--- src/rtl/data_mem_arbiter.sv ---
// Two-port arbiter for a single-port data memory: port 0 (CPU) and port 1 (loader).
// Define ARB_STARVE_GUARD_EN to add the port 1 starvation guard; otherwise port 0 always wins.
module data_mem_arbiter #(
  parameter int ADDRESS_WIDTH = 18,
  parameter int DATA_WIDTH    = 32,
  parameter int MAX_WAIT      = 4
) (
  input  logic                  clk,
  input  logic                  rst_n,
  input  logic                  p0_req,
  input  logic                  p0_we,
  input  logic [DATA_WIDTH-1:0] p0_addr,
  input  logic [DATA_WIDTH-1:0] p0_wdata,
  output logic                  p0_gnt,
  output logic                  p0_rvalid,
  output logic [DATA_WIDTH-1:0] p0_rdata,
  input  logic                  p1_req,
  input  logic                  p1_we,
  input  logic [DATA_WIDTH-1:0] p1_addr,
  input  logic [DATA_WIDTH-1:0] p1_wdata,
  output logic                  p1_gnt,
  output logic                  p1_rvalid,
  output logic [DATA_WIDTH-1:0] p1_rdata,
  output logic [DATA_WIDTH-1:0] mem_addr,
  output logic                  mem_wen,
  output logic [DATA_WIDTH-1:0] mem_wdata,
  input  logic [DATA_WIDTH-1:0] mem_rdata,
  output logic                  arb_state
);

  // Handshake: a port raises req with stable we/addr/wdata and holds them until gnt;
  // gnt is combinational and the access is performed at the clock edge that sees it.

  if (MAX_WAIT < 1) begin : g_bad_wait
    $error("MAX_WAIT must be at least 1");
  end
  if (ADDRESS_WIDTH > DATA_WIDTH) begin : g_bad_aw
    $error("ADDRESS_WIDTH must not exceed DATA_WIDTH");
  end

  typedef enum logic {P0_PRI = 1'b0, P1_PRI = 1'b1} state_t;

`ifdef ARB_STARVE_GUARD_EN
  localparam int CW = $clog2(MAX_WAIT + 1);

  state_t        state, state_nx;
  logic [CW-1:0] wait_cnt, wait_nx;

  always_ff @(posedge clk) begin
    if (!rst_n) begin
      state    <= P0_PRI;
      wait_cnt <= '0;
    end else begin
      state    <= state_nx;
      wait_cnt <= wait_nx;
    end
  end

  always_comb begin
    p0_gnt   = 1'b0;
    p1_gnt   = 1'b0;
    state_nx = state;
    wait_nx  = wait_cnt;
    if (rst_n) begin
      if (state == P1_PRI) begin
        if (p1_req)      p1_gnt = 1'b1;
        else if (p0_req) p0_gnt = 1'b1;
      end else begin
        if (p0_req)      p0_gnt = 1'b1;
        else if (p1_req) p1_gnt = 1'b1;
      end
    end
    if (p1_req && !p1_gnt) begin
      if (wait_cnt != CW'(MAX_WAIT)) wait_nx = wait_cnt + 1'b1;
    end else begin
      wait_nx = '0;
    end
    // The MAX_WAIT-th consecutive denial hands priority to port 1 for the next cycle.
    if (state == P0_PRI && p1_req && !p1_gnt && wait_cnt == CW'(MAX_WAIT - 1))
      state_nx = P1_PRI;
    else if (state == P1_PRI && (p1_gnt || !p1_req))
      state_nx = P0_PRI;
  end

  assign arb_state = state;
`else
  always_comb begin
    p0_gnt = rst_n & p0_req;
    p1_gnt = rst_n & p1_req & ~p0_req;
  end

  assign arb_state = P0_PRI;
`endif

  always_comb begin
    mem_addr  = p0_addr;
    mem_wdata = p0_wdata;
    if (p1_gnt) begin
      mem_addr  = p1_addr;
      mem_wdata = p1_wdata;
    end
    mem_wen = (p0_gnt & p0_we) | (p1_gnt & p1_we);
  end

  always_ff @(posedge clk) begin
    if (!rst_n) begin
      p0_rvalid <= 1'b0;
      p1_rvalid <= 1'b0;
      p0_rdata  <= '0;
      p1_rdata  <= '0;
    end else begin
      p0_rvalid <= p0_gnt & ~p0_we;
      p1_rvalid <= p1_gnt & ~p1_we;
      if (p0_gnt && !p0_we) p0_rdata <= mem_rdata;
      if (p1_gnt && !p1_we) p1_rdata <= mem_rdata;
    end
  end

endmodule

--- config.mk ---
export PLATFORM = sky130hd
export DESIGN_NAME = data_mem_arbiter
export DESIGN_NICKNAME = d
export VERILOG_FILES = /design/src/rtl/data_mem_arbiter.sv
export SDC_FILE = /design/constraint.sdc
export NUM_CORES = 1
export LEC_CHECK = 0
export CORE_ASPECT_RATIO = 0.8
export CORE_MARGIN = 3
export CORE_UTILIZATION = 31
export CTS_CLUSTER_SIZE = 30
export DETAILED_ROUTE_END_ITERATION = 10
export PLACE_DENSITY = 0.78
export SYNTH_ARGS = -nofsm -noshare
export SYNTH_HDL_FRONTEND = slang
export SYNTH_SLANG_ARGS = --single-unit
--- constraint.sdc ---
create_clock -name clk -period 1.85 [get_ports clk]
set_clock_uncertainty 0.1 [all_clocks]
set_input_delay 0.185 -clock clk [delete_from_list [all_inputs] [get_ports clk]]
set_output_delay 0.185 -clock clk [all_outputs]
set_load 0.05 [all_outputs]
# After elaboration in Yosys (flattened, before gate mapping)
# Index checks and enable logic that the tools add are counted.
# totals
ff_bits,66
out_inout_bits,134
elab_cells,21
# classes
n_bitwise,11
n_reduce_logical,4
mux,2
# op_table
cell,count
32-bit two-way mux,2
1-bit AND,7
1-bit NOT,3
1-bit logical AND,2
1-bit zero test,2
1-bit OR,1

# Depth between registers and ports, before layout
# depth
ltp_word,4
ltp_mapped,5
ltp_nobuf,3

# Worst setup path after synthesis
# OpenSTA, ideal clock, no wires.
# synth_path
path_kind,input -> output
from,input rst_n
to,output mem_wen
path_stages,3
t_arrival_ns,1.302
required_time_ns,1.565
setup_slack_ns,0.263
path_cell_list,buf_2 -> clkbuf_1 -> nor2b_1
# synth_between
elab_chain_cells,4
# synth_rtl
element,line,text
start: declaration,9,"input logic rst_n,"
1-bit AND (2 in a row),89,p1_gnt = rst_n & p1_req & ~p0_req;
1-bit AND,102,mem_wen = (p0_gnt & p0_we) | (p1_gnt & p1_we);
1-bit OR *,102,
end: declaration,25,"output logic mem_wen,"
# Every way passes the cells marked *; elsewhere a longest branch is shown, timed or not.

# Worst setup path in the final report
# layout_path
from,register p1_rdata[3]
to,output p1_rdata[3]
# layout_lines
element,line,text
start: declaration,23,"output logic [DATA_WIDTH-1:0] p1_rdata,"
start signal: assignment,115,if (p1_gnt && !p1_we) p1_rdata <= mem_rdata;
# No word-level cell between the ends.

==> flow_summary.yaml <==
power:
  p_total_mw: 5.112
  leakage_nw: 3.075
  power_density_mw_per_mm2: 699.1
  peakVddDrop_v: 0.0005373
clock_tree:
  clkLatencyLatePin_ps: 320
  cts.htree.levels: 3
  cts.sinks: 66
  cts_tree: "built"
  clockBufferDepth: 2
  cts-root-buf: "clkbuf_16"
  holdBufCountCts: 0
  path_clk_slew_ps: 60
  cts_inserted_buffers: 9
run:
  drv_cap: 0
floorplanning:
  core-area_mm2: 0.01106
  initial_core_util_pct: 32.24
  ios: 300
  num_rows: 34
  dieArea_mm2: 0.01283
  die_x_um: 125.9
  chipHeight_um: 101.9
timing:
  finalSetupViolCount: 0
  fmax_mhz: 555.3
  finalCriticalPeriod_ps: 1801
  drv_slew: 0
  setup-tns-final_ps: 0
  rsz0062_at_grt: "no"
  hold_violations: 0
  worstMarginPinSlew_ps: 560.3
  hold_ws_ps: 330.5
  final.period_utilization_pct: 97.35
  max_slew_margin_pct: 62.53
detailed_routing:
  dr.pass1.iters: 4
  wl_per_cell_um: 19.43
  viasPerCell: 4.623
  route.vias.total: 3745
  drt_iter0_markers: 184
  remaining_drc_errors: 0
  finalWirelength_mm: 15.74
  final_antenna_net_count: 0
setup_path:
  r2r_end: "p0_rdata[4]"
  critPathTopFamily: "buffers and inverters"
  r2r_start: "p0_rdata[4]"
  endpoint: "p1_rdata[3]"
  setup.worst_path.start: "p1_rdata[3]"
  slowest_stage: "clkdlybuf4s50_1"
  cp.required_ps: 1560
  cp_cell_sequence: "clkdlybuf4s50_1"
  slowest_delay_ps: 850
  cp.depth: 1
  crit_type: "reg -> out"
  arrival_ps: 1520
  crit_buf_inv: 1
  ff2ff_path_depth: 2
  end_kind: "output pin"
  worst-path-max-fanout: 2
  r2r_slack_ps: 1080
  start_kind: "register"
synthesis:
  synth.net_count: 533
  syn_area_mm2: 0.003566
  synth_area_leaders: "dfxtp_1 37%, mux2_4 16%, nand2_1 10%, mux2_2 8.2%, o21ai_2 7.9%"
  yosysWarnings: 0
  synth_seq_cells: 66
  synth_top_cell_area_share_pct: 37.05
  ys_types: 23
  synthCells: 367
  ys_seq_area_share_pct: 37.05
  yosysTopAreaCell: "dfxtp_1"
  syn_avg_cell_area_um2: 9.716
global_routing:
  grt_pass1_wl_mm: 22.45
  grt_overflow: 0
  groute.usage.overall_pct: 23.08
  grt_pass1_vias: 3801
  grt_max_degree: 99
  antenna_found_initial: 1
layout:
  final_nets: 827
  layout_common_cells: "216 x clkdlybuf4s50_1, 96 x nand2_1, 66 x dfxtp_1, 54 x buf_4, 40 x mux2_4"
  final_common_cell: "clkdlybuf4s50_1"
  final_core_util_pct: 66.12
  area_growth_pct: 105.1
  antenna_cells: 0
  drive_gt1_share_pct: 33.03
placed_design:
  hpwl_mm: 12.47
  place.gp.congestion: 0.7926
  port-buffer-count: 298
run_status:
  status: "finished clean"
worst_hold_path:
  min_path_type: "in -> reg"
  min_from: "mem_rdata[21]"
==> timing repair <==
action / CTS / global route
setup endpoints to repair: 63 / 7
gates cloned: 3 / 0
setup buffers: 4 / 0
pin swaps: 1 / 1
resized for setup: 11 / 3
==> how the worst min path moves through the flow <==
stage                     cells past startpoint            to  slack, ps
after global routing                          3  p0_rdata[21]        340
after floorplan                               1     p0_rvalid        160
after detailed placement                      2  p0_rdata[25]        350
after global placement                        2  p0_rdata[19]        340
after CTS                                     3  p0_rdata[21]        320
final                                         3  p0_rdata[21]        330
==> state kept, by name (all words and copies together), names as in the netlist <==
register and flops:
p1_rvalid 1, p0_rvalid 1, p0_rdata 32, p1_rdata 32
==> through the flow <==
step / area (um^2) / setup slack [ps] / instances
floorplan: 3566 / 263.4 / 367
global placement: 6845 / -112.7 / 787
detailed placement: 6845 / -148.5 / 787
CTS: 7315 / 24.42 / 810
global route: 7313 / 9.174 / 810
finish: 7313 / 49.04 / 810
==> kinds of logic after synthesis <==
logic type | count (synthesis) | share of synthesized area [%]
AND/OR/NAND/NOR | 137 | 17.30
AO/OA/AOI/OAI | 65 | 14.81
multiplexers | 64 | 24.21
other | 1 | 0.1052
buffers and inverters | 34 | 6.526
flip-flops | 66 | 37.05
==> routing by layer <==
| layer | vias to the layer above | GRT usage, % | part of all wire [%] |
|---|---|---|---|
| li1 | 1840 | - | - |
| met1 | 1715 | 26.79 | 38 |
| met4 | 2 | 7.667 | 2.4 |
| met3 | 23 | 7.889 | 8.0 |
| met5 | - | 0 | 0.057 |
| met2 | 165 | 40.42 | 51 |
==> synthesized netlist by cell type <==
cell,number
buf_6,12
nor2b_2,1
mux2_2,26
o21ai_2,32
nor2_1,1
inv_1,1
nand2_1,97
a21boi_0,21
buf_4,1
buf_1,2
a21boi_1,11
nor2b_1,3
and2_1,1
nand2b_1,1
or3b_1,1
nand3_1,24
buf_2,9
mux2_4,38
clkbuf_1,9
nand3_2,8
a22oi_1,1
conb_1,1
dfxtp_1,66
==> cell type report <==
cell class                 count  area [um^2]
inverter                       1        3.754
tap                          144        180.2
fill                         883         3747
multi-input combinational    267         2046
clock inverter                 5        78.83
timing repair buffer         316         3451
sequential                    66         1321
clock buffer                  11        232.7
==> report_power, final <==
group / leakage (nW) / internal (mW) / switching [mW]
clock network: 0.153 / 1.18 / 0.606
registers: 0.538 / 1.48 / 0.0314
logic: 2.38 / 0.863 / 0.954
(Power assumes the default switching activity.)
